[src/rtl/param_alu_seq.sv]
// param_alu_seq: registered ALU. Ops 0-11 complete in one cycle; MUL/MULH iterate WIDTH cycles.
// Define PARAM_ALU_SEQ_DIV_EN to build the restoring divider behind DIVU/REMU (ops 14/15).
module param_alu_seq #(
    parameter int WIDTH = 32,
    parameter int SHW   = $clog2(WIDTH)
) (
    input  logic             i_clk,
    input  logic             i_reset,
    input  logic             i_start,
    input  logic [3:0]       i_op,
    input  logic [WIDTH-1:0] i_a,
    input  logic [WIDTH-1:0] i_b,
    input  logic             i_cin,
    output logic [WIDTH-1:0] o_result,
    output logic             o_C,
    output logic             o_N,
    output logic             o_V,
    output logic             o_Z,
    output logic             o_busy,
    output logic             o_done
);

    localparam logic [3:0] OP_ADD  = 4'd0;
    localparam logic [3:0] OP_ADDC = 4'd1;
    localparam logic [3:0] OP_SUB  = 4'd2;
    localparam logic [3:0] OP_SUBC = 4'd3;
    localparam logic [3:0] OP_AND  = 4'd4;
    localparam logic [3:0] OP_OR   = 4'd5;
    localparam logic [3:0] OP_XOR  = 4'd6;
    localparam logic [3:0] OP_NOTA = 4'd7;
    localparam logic [3:0] OP_LSL  = 4'd8;
    localparam logic [3:0] OP_LSR  = 4'd9;
    localparam logic [3:0] OP_ASR  = 4'd10;
    localparam logic [3:0] OP_PASSB = 4'd11;
    localparam logic [3:0] OP_MUL  = 4'd12;
    localparam logic [3:0] OP_MULH = 4'd13;
    localparam logic [3:0] OP_DIVU = 4'd14;
    localparam logic [3:0] OP_REMU = 4'd15;

    localparam logic [SHW-1:0] LAST_ITER = SHW'(WIDTH - 1);

    typedef enum logic [1:0] {IDLE, MULT, DIV, FIN} state_t;

    state_t             r_state;
    state_t             w_nextState;
    logic [3:0]         r_op;
    logic [WIDTH-1:0]   r_a;
    logic [SHW-1:0]     r_cnt;
    logic [2*WIDTH-1:0] r_prod;
    logic [WIDTH-1:0]   r_result;
    logic               r_C;
    logic               r_N;
    logic               r_V;
    logic               r_Z;
    logic               r_busy;
    logic               r_done;

    logic [WIDTH-1:0]   w_aluRes;
    logic               w_aluC;
    logic               w_aluV;
    logic [WIDTH:0]     w_addSum;
    logic [WIDTH:0]     w_subDiff;
    logic [WIDTH:0]     w_lsl;
    logic [WIDTH:0]     w_lsr;
    logic [WIDTH:0]     w_asr;
    logic [SHW-1:0]     w_sh;
    logic               w_isMul;
    logic               w_lastIter;
    logic [WIDTH:0]     w_mulSum;
    logic [2*WIDTH-1:0] w_prodNext;
    logic [WIDTH-1:0]   w_finRes;
    logic               w_finC;
    logic               w_finV;

`ifdef PARAM_ALU_SEQ_DIV_EN
    logic [WIDTH-1:0]   r_b;
    logic [WIDTH-1:0]   r_rem;
    logic [WIDTH-1:0]   r_quot;
    logic               w_isDiv;
    logic [WIDTH:0]     w_divShift;
    logic               w_divGe;
    logic [WIDTH-1:0]   w_divDiff;
    logic [WIDTH-1:0]   w_remNext;
    logic [WIDTH-1:0]   w_quotNext;
`endif

    assign o_result = r_result;
    assign o_C      = r_C;
    assign o_N      = r_N;
    assign o_V      = r_V;
    assign o_Z      = r_Z;
    assign o_busy   = r_busy;
    assign o_done   = r_done;

    // Subtraction is a + ~b + carry-in, so the carry-out is directly NOT borrow.
    assign w_sh      = i_b[SHW-1:0];
    assign w_addSum  = {1'b0, i_a} + {1'b0, i_b} + {{WIDTH{1'b0}}, (i_op == OP_ADDC) & i_cin};
    assign w_subDiff = {1'b0, i_a} + {1'b0, ~i_b} + {{WIDTH{1'b0}}, (i_op == OP_SUBC) ? i_cin : 1'b1};
    assign w_lsl     = {1'b0, i_a} << w_sh;
    assign w_lsr     = {i_a, 1'b0} >> w_sh;
    assign w_asr     = $signed({i_a, 1'b0}) >>> w_sh;
    assign w_isMul   = (i_op == OP_MUL) || (i_op == OP_MULH);

    always_comb begin
        w_aluRes = '0;
        w_aluC   = 1'b0;
        w_aluV   = 1'b0;
        case (i_op)
            OP_ADD, OP_ADDC: begin
                w_aluRes = w_addSum[WIDTH-1:0];
                w_aluC   = w_addSum[WIDTH];
                w_aluV   = (i_a[WIDTH-1] == i_b[WIDTH-1]) && (w_addSum[WIDTH-1] != i_a[WIDTH-1]);
            end
            OP_SUB, OP_SUBC: begin
                w_aluRes = w_subDiff[WIDTH-1:0];
                w_aluC   = w_subDiff[WIDTH];
                w_aluV   = (i_a[WIDTH-1] != i_b[WIDTH-1]) && (w_subDiff[WIDTH-1] != i_a[WIDTH-1]);
            end
            OP_AND:   w_aluRes = i_a & i_b;
            OP_OR:    w_aluRes = i_a | i_b;
            OP_XOR:   w_aluRes = i_a ^ i_b;
            OP_NOTA:  w_aluRes = ~i_a;
            OP_LSL: begin
                w_aluRes = w_lsl[WIDTH-1:0];
                w_aluC   = w_lsl[WIDTH];
            end
            OP_LSR: begin
                w_aluRes = w_lsr[WIDTH:1];
                w_aluC   = w_lsr[0];
            end
            OP_ASR: begin
                w_aluRes = w_asr[WIDTH:1];
                w_aluC   = w_asr[0];
            end
            OP_PASSB: w_aluRes = i_b;
`ifndef PARAM_ALU_SEQ_DIV_EN
            OP_DIVU, OP_REMU: w_aluV = 1'b1;
`endif
            default: ;
        endcase
    end

    // Shift-add multiply: the multiplier sits in the low half and is consumed one bit per cycle.
    assign w_mulSum   = {1'b0, r_prod[2*WIDTH-1:WIDTH]} + (r_prod[0] ? {1'b0, r_a} : {(WIDTH+1){1'b0}});
    assign w_prodNext = {w_mulSum, r_prod[WIDTH-1:1]};
    assign w_lastIter = ((r_state == MULT) || (r_state == DIV)) && (r_cnt == LAST_ITER);

`ifdef PARAM_ALU_SEQ_DIV_EN
    assign w_isDiv    = (i_op == OP_DIVU) || (i_op == OP_REMU);
    assign w_divShift = {r_rem, r_quot[WIDTH-1]};
    assign w_divGe    = w_divShift >= {1'b0, r_b};
    assign w_divDiff  = w_divShift[WIDTH-1:0] - r_b;
    assign w_remNext  = w_divGe ? w_divDiff : w_divShift[WIDTH-1:0];
    assign w_quotNext = {r_quot[WIDTH-2:0], w_divGe};
`endif

    // The final iteration's result goes straight to the outputs so done lands in the FIN cycle.
    always_comb begin
        w_finRes = w_prodNext[WIDTH-1:0];
        w_finC   = 1'b0;
        w_finV   = 1'b0;
        case (r_op)
            OP_MUL: begin
                w_finC = |w_prodNext[2*WIDTH-1:WIDTH];
                w_finV = |w_prodNext[2*WIDTH-1:WIDTH];
            end
            OP_MULH: w_finRes = w_prodNext[2*WIDTH-1:WIDTH];
`ifdef PARAM_ALU_SEQ_DIV_EN
            OP_DIVU: begin
                w_finRes = (r_b == '0) ? '1 : w_quotNext;
                w_finV   = (r_b == '0);
            end
            OP_REMU: begin
                w_finRes = (r_b == '0) ? r_a : w_remNext;
                w_finV   = (r_b == '0);
            end
`endif
            default: ;
        endcase
    end

    always_comb begin
        w_nextState = r_state;
        case (r_state)
            IDLE: begin
                if (i_start && w_isMul) begin
                    w_nextState = MULT;
                end
`ifdef PARAM_ALU_SEQ_DIV_EN
                else if (i_start && w_isDiv) begin
                    w_nextState = DIV;
                end
`endif
            end
            MULT, DIV: begin
                if (r_cnt == LAST_ITER) begin
                    w_nextState = FIN;
                end
            end
            FIN:     w_nextState = IDLE;
            default: w_nextState = IDLE;
        endcase
    end

    always_ff @(posedge i_clk or posedge i_reset) begin
        if (i_reset) begin
            r_state <= IDLE;
        end else begin
            r_state <= w_nextState;
        end
    end

    always_ff @(posedge i_clk or posedge i_reset) begin
        if (i_reset) begin
            r_op     <= '0;
            r_a      <= '0;
            r_cnt    <= '0;
            r_prod   <= '0;
            r_result <= '0;
            r_C      <= 1'b0;
            r_N      <= 1'b0;
            r_V      <= 1'b0;
            r_Z      <= 1'b0;
            r_busy   <= 1'b0;
            r_done   <= 1'b0;
`ifdef PARAM_ALU_SEQ_DIV_EN
            r_b      <= '0;
            r_rem    <= '0;
            r_quot   <= '0;
`endif
        end else begin
            r_done <= 1'b0;
            case (r_state)
                IDLE: begin
                    if (i_start) begin
                        r_op   <= i_op;
                        r_a    <= i_a;
                        r_cnt  <= '0;
                        r_prod <= {{WIDTH{1'b0}}, i_b};
`ifdef PARAM_ALU_SEQ_DIV_EN
                        r_b    <= i_b;
                        r_rem  <= '0;
                        r_quot <= i_a;
`endif
                        if (w_nextState == IDLE) begin
                            r_result <= w_aluRes;
                            r_C      <= w_aluC;
                            r_V      <= w_aluV;
                            r_N      <= w_aluRes[WIDTH-1];
                            r_Z      <= (w_aluRes == '0);
                            r_done   <= 1'b1;
                        end else begin
                            r_busy <= 1'b1;
                        end
                    end
                end
                MULT: begin
                    r_cnt  <= r_cnt + 1'b1;
                    r_prod <= w_prodNext;
                end
`ifdef PARAM_ALU_SEQ_DIV_EN
                DIV: begin
                    r_cnt  <= r_cnt + 1'b1;
                    r_rem  <= w_remNext;
                    r_quot <= w_quotNext;
                end
`endif
                default: ;
            endcase
            if (w_lastIter) begin
                r_result <= w_finRes;
                r_C      <= w_finC;
                r_V      <= w_finV;
                r_N      <= w_finRes[WIDTH-1];
                r_Z      <= (w_finRes == '0);
                r_busy   <= 1'b0;
                r_done   <= 1'b1;
            end
        end
    end

endmodule

[config.mk]
export PLATFORM = sky130hd
export DESIGN_NAME = param_alu_seq
export DESIGN_NICKNAME = d
export VERILOG_FILES = /design/src/rtl/param_alu_seq.sv
export SDC_FILE = /design/constraint.sdc
export NUM_CORES = 1
export LEC_CHECK = 0
export ABC_AREA = 1
export CAP_MARGIN = 40
export CORE_AREA = 5 5 167 234
export CTS_CLUSTER_DIAMETER = 200
export DETAILED_ROUTE_END_ITERATION = 10
export DIE_AREA = 0 0 172 239
export GPL_TIMING_DRIVEN = 0
export PLACE_DENSITY = 0.73
export SLEW_MARGIN = 20
export SYNTH_ARGS = -nofsm -noshare
export SYNTH_HDL_FRONTEND = slang
export SYNTH_SLANG_ARGS = --single-unit
[constraint.sdc]
create_clock -name i_clk -period 7.7 [get_ports i_clk]
set_clock_uncertainty 0.15 [all_clocks]
set_input_delay 1.54 -clock i_clk [delete_from_list [all_inputs] [get_ports i_clk]]
set_output_delay 1.54 -clock i_clk [all_outputs]
set_load 0.01 [all_outputs]
==> results.py, run 1 <==
metrics = {
    "placed_design": {
        "io_buffer_count": 109,
        "hpwl_um": 92000,
        "placed_cells": 4222,
        "pre_cts_ws_ns": 0.834,
        "gp_congestion": 1.24,
    },
    "synthesis": {
        "synth_area_leaders": "nand2_1, dfrtp_1, nand3_1",
        "ys_seq_area_share_pct": 18.1,
        "synth-edff-count": 0,
        "synth_top_area_share_pct": 24.6,
        "synth_cell_types": 43,
        "syn_inst": 3634,
        "syn_avg_cell_area_um2": 5.48,
        "synth_ff_type": "dfrtp_1",
        "syn-cell-area_mm2": 0.0199,
        "synth_fp_nets": 3843,
        "yosysTopAreaCell": "nand2_1",
        "ys_seq_elements": 144,
        "synth_warnings": 0,
        "async_reset_ff_share_pct": 100,
    },
    "status": {
        "outcome": "aborted with a tool error",
        "haltStage": "global routing (5_1_grt)",
        "error_line": "[ERROR GRT-0116] Global routing finished with congestion. Check the congestion regions in the DRC Viewer.",
    },
    "grt": {
        "grt_pass1_wl_um": 178000,
        "grt_pass1_vias": 28300,
        "grt_max_degree": 79,
        "grt_usage_pct": 57.9,
        "overflow": 42,
    },
    "clocking": {
        "postCtsSetupRepairBufs": 0,
        "h-tree-depth": 4,
        "cts_buffer_depth": 2,
        "cts_resized": 0,
        "cts_sinks": 144,
        "root_buffer": "clkbuf_16",
        "cts_buffers": 17,
        "hold_buffers": 0,
    },
    "floorplan": {
        "fp-row-count": 84,
        "ios": 110,
        "chipHeight_um": 239,
        "die_x_um": 172,
        "start_util_pct": 53.9,
    },
}
-- per-layer routing --
layer / overflow / track usage [%]
met1: 0 / 57.6
met2: 25 / 83.3
met3: 0 / 26.0
met4: 17 / 64.7
met5: 0 / 0.604
-- cell usage after synthesis, drive strengths merged (3+ instances only) --
master,number
nand2,1312
nand3,514
inv,490
nor2,316
o21ai,188
dfrtp,144
ha,132
a21oi,121
buf,88
o211ai,62
clkbuf,58
nand4,56
nor3,36
o22ai,27
and2,22
o21bai,9
a22o,8
o221ai,8
or2,8
nand3b,7
a31oi,5
fa,5
and3,3
-- logic make-up after synthesis --
kind of cell / share of synthesized area [%]
AO/OA/AOI/OAI: 12.4
XOR/XNOR: 0.176
adder cells (fa/ha/maj): 8.79
buffers and inverters: 12.7
flip-flops: 18.1
AND/OR/NAND/NOR: 47.8
-- through the flow --
step                hold slack (ns)  cell area (um^2)
detailed placement            0.322             21700
floorplan                     0.303             19900
CTS                           0.338             22300
global placement              0.318             21600
==> run 2, diff against run 1 <==
Settings changed: CORE_AREA 5 5 167 234 to 5 5 230 232, CTS_CLUSTER_DIAMETER 200 to unset, DIE_AREA 0 0 172 239 to 0 0 235 237, PLACE_DENSITY 0.73 to unset, PLACE_DENSITY_LB_ADDON set to 0.15.
==> run 2 against run 1 <==
The flow now finishes without violations; synthesized cell count stayed put; area after synthesis unchanged.
==> results.py, run 2 <==
metrics = {
    "grt": {
        "grt_pass1_vias": 23500,
        "globalRouteMet1Util_pct": 47.0,
        "grtUsageMet2_pct": 59.2,
        "grt-busiest-layer": "met2",
        "antenna_found_initial": 5,
        "grt_usage_pct": 36.9,
        "grt_max_degree": 99,
        "overflow": 0,
        "grt_pass1_wl_um": 155000,
        "use_met3_pct": 6.59,
    },
    "floorplan": {
        "ios": 110,
        "start_util_pct": 39.2,
        "fp-row-count": 83,
        "chipHeight_um": 237,
        "dieArea_mm2": 0.0557,
        "die_x_um": 235,
        "core_mm2": 0.0508,
    },
    "synthesis": {
        "syn_inst": 3634,
        "synth.most_common_cell": "nand2_1",
        "syn-cell-area_mm2": 0.0199,
        "ys_seq_elements": 144,
        "synthTopCellsByCount": "nand2_1, nand3_1, inv_1",
        "syn_avg_cell_area_um2": 5.48,
        "synth_cell_types": 43,
        "ys_seq_area_share_pct": 18.1,
        "synth_warnings": 0,
        "synth-edff-count": 0,
        "async_reset_ff_share_pct": 100,
        "synth_ff_type": "dfrtp_1",
        "synth_fp_nets": 3843,
        "synth_area_leaders": "nand2_1, dfrtp_1, nand3_1",
        "yosysTopAreaCell": "nand2_1",
        "synth_top_area_share_pct": 24.6,
    },
    "worst_setup_path": {
        "cp-end-kind": "flop",
        "crit_required_ns": 7.92,
        "start_kind": "input port",
        "path_max_fanout": 11,
        "r2r_end": "o_C",
        "rrSetupSlack_ns": 2.56,
        "reg2reg_depth": 22,
        "path_class": "in -> reg",
        "r2r_start": "r_prod[0]",
        "worstSetupStartpoint": "i_b[4]",
        "cp.arrival_ns": 6.26,
    },
    "cells_and_area": {
        "finish.instance_area_mm2": 0.0225,
        "nNetsFinal": 3974,
        "n_fill_cell": 5765,
        "antenna_cells": 0,
        "layout_common_cells": "nand2_1, nand3_1, inv_1",
        "largest_reg_flops": 64,
        "regMostFlops": "r_prod",
        "drive_gt1_share_pct": 3.63,
        "synthToLayoutAreaGrowth_pct": 13.0,
        "final_common_cell": "nand2_1",
    },
    "clocking": {
        "cts_resized": 0,
        "clock_latency_ns": 0.44,
        "cts_sinks": 144,
        "root_buffer": "clkbuf_16",
        "clk_pin_slew_ns": 0.06,
        "hold_buffers": 0,
        "cts_buffers": 17,
        "postCtsSetupRepairBufs": 0,
        "cts_buffer_depth": 2,
        "cts_tree": "yes",
        "h-tree-depth": 4,
    },
    "sta": {
        "fin_crit_sh_pct": 78.4,
        "hold_violations": 0,
        "rsz0062_at_grt": "no",
        "fmax_mhz": 166,
        "period_minus_slack_ns": 6.04,
        "setup_viol": 0,
        "worst_slack_ns": 1.66,
        "relSlewSlack_pct": 34.6,
        "tightest_slew_ns": 0.982,
        "slew_viol_final": 0,
    },
    "placed_design": {
        "io_buffer_count": 109,
        "hpwl_um": 90200,
        "pre_cts_ws_ns": 1.33,
        "gp_congestion": 1.13,
        "place_area_mm2": 0.0219,
    },
    "power_and_ir_drop": {
        "powerDensity_mw_per_mm2": 219,
        "p_leak_nw": 12.1,
        "vdd.ir_drop.worst_mv": 0.194,
    },
    "drt": {
        "vias": 25400,
        "viasPerCell": 5.71,
        "drtIter0Drc": 3320,
        "ant_nets": 0,
        "drc": 0,
        "wl_um": 108000,
        "wl_per_cell_um": 24.2,
        "firstDrtPassIters": 8,
    },
    "status": {
        "outcome": "finished clean",
    },
    "worst_hold_path": {
        "hold-path-cell-count": 2,
        "hold_end": "o_result[1]",
        "hold_path_class": "reg -> reg",
        "hold_start": "o_result[1]",
    },
    "run": {
        "cap_viol_max_count": 0,
    },
}
## run 2: logic make-up after synthesis
group                    after synthesis  synth area share, %
AND/OR/NAND/NOR                     2276                 47.8
flip-flops                           144                 18.1
AO/OA/AOI/OAI                        435                 12.4
adder cells (fa/ha/maj)              137                 8.79
XOR/XNOR                               4                0.176
buffers and inverters                638                 12.7
## run 2: layout make-up
class / instances / area [um^2] / share of cell area, %
plain buffers: 146 / 679 / 3.02
clock buffers: 21 / 450 / 2.00
clock inverters: 11 / 156 / 0.694
inverters: 492 / 1850 / 8.23
multi-input cells: 2852 / 13800 / 61.3
flip-flops and latches: 144 / 3600 / 16.0
well taps: 680 / 851 / 3.78
repair buffers: 112 / 1130 / 5.03
## run 2: metal layers
metal	vias up	part of all wire, %
met5	-	0.032
li1	11900	-
met1	11600	39
met4	4	7.1
met3	320	10
met2	1533	44
## run 2: how the worst max path moves through the flow
| stage | to | slack [ns] |
|---|---|---|
| 4_1_cts | o_Z | 1.79 |
| 5_1_grt | o_Z | 1.50 |
| 6_report | o_Z | 1.66 |
| 3_3_place_gp | r_prod[36] | -0.13 |
| 2_1_floorplan | o_C | 2.14 |
| 3_5_place_dp | o_Z | 1.33 |
## run 2: metrics by stage
step	hold WS [ns]	cells	total power [mW]	setup TNS [ns]	utilization [%]
floorplan	0.303	3634	2.85	0	-
global placement	0.319	4423	3.98	-15.26	43.1
detailed placement	0.322	4426	3.98	0	43.2
finish	0.336	4458	4.92	0	44.4
CTS	0.340	4458	4.86	0	44.4
global route	0.355	4458	5.23	0	44.4
## run 2: worst max-delay path, stage by stage
cell and delay [ns]:
clkdlybuf4s50_1 0.51, inv_1 0.16, clkbuf_1 0.53, clkbuf_1 0.58, ha_1 0.35, buf_2 0.17, nor2_1 0.28, nand2_1 0.15
nand2_1 0.11, nand2_1 0.06, nand3_1 0.18, nand2_1 0.08, nand3_1 0.08, nand3_1 0.31, a21oi_1 0.40, nand2_1 0.11
nor2_1 0.11, nand3_1 0.09, nor2_1 0.11, nand2_1 0.06, nand2_1 0.14, nand2_1 0.07, nand2_1 0.06
## run 2: power by group
part	total [mW]	internal [mW]	leakage [nW]	switching, mW
clock	0.869	0.521	0.284	0.348
sequential	1.28	1.05	1.84	0.233
combinational	2.77	0.885	9.95	1.89
total	4.92	2.46	12.1	2.47
(Power assumes the default switching activity.)
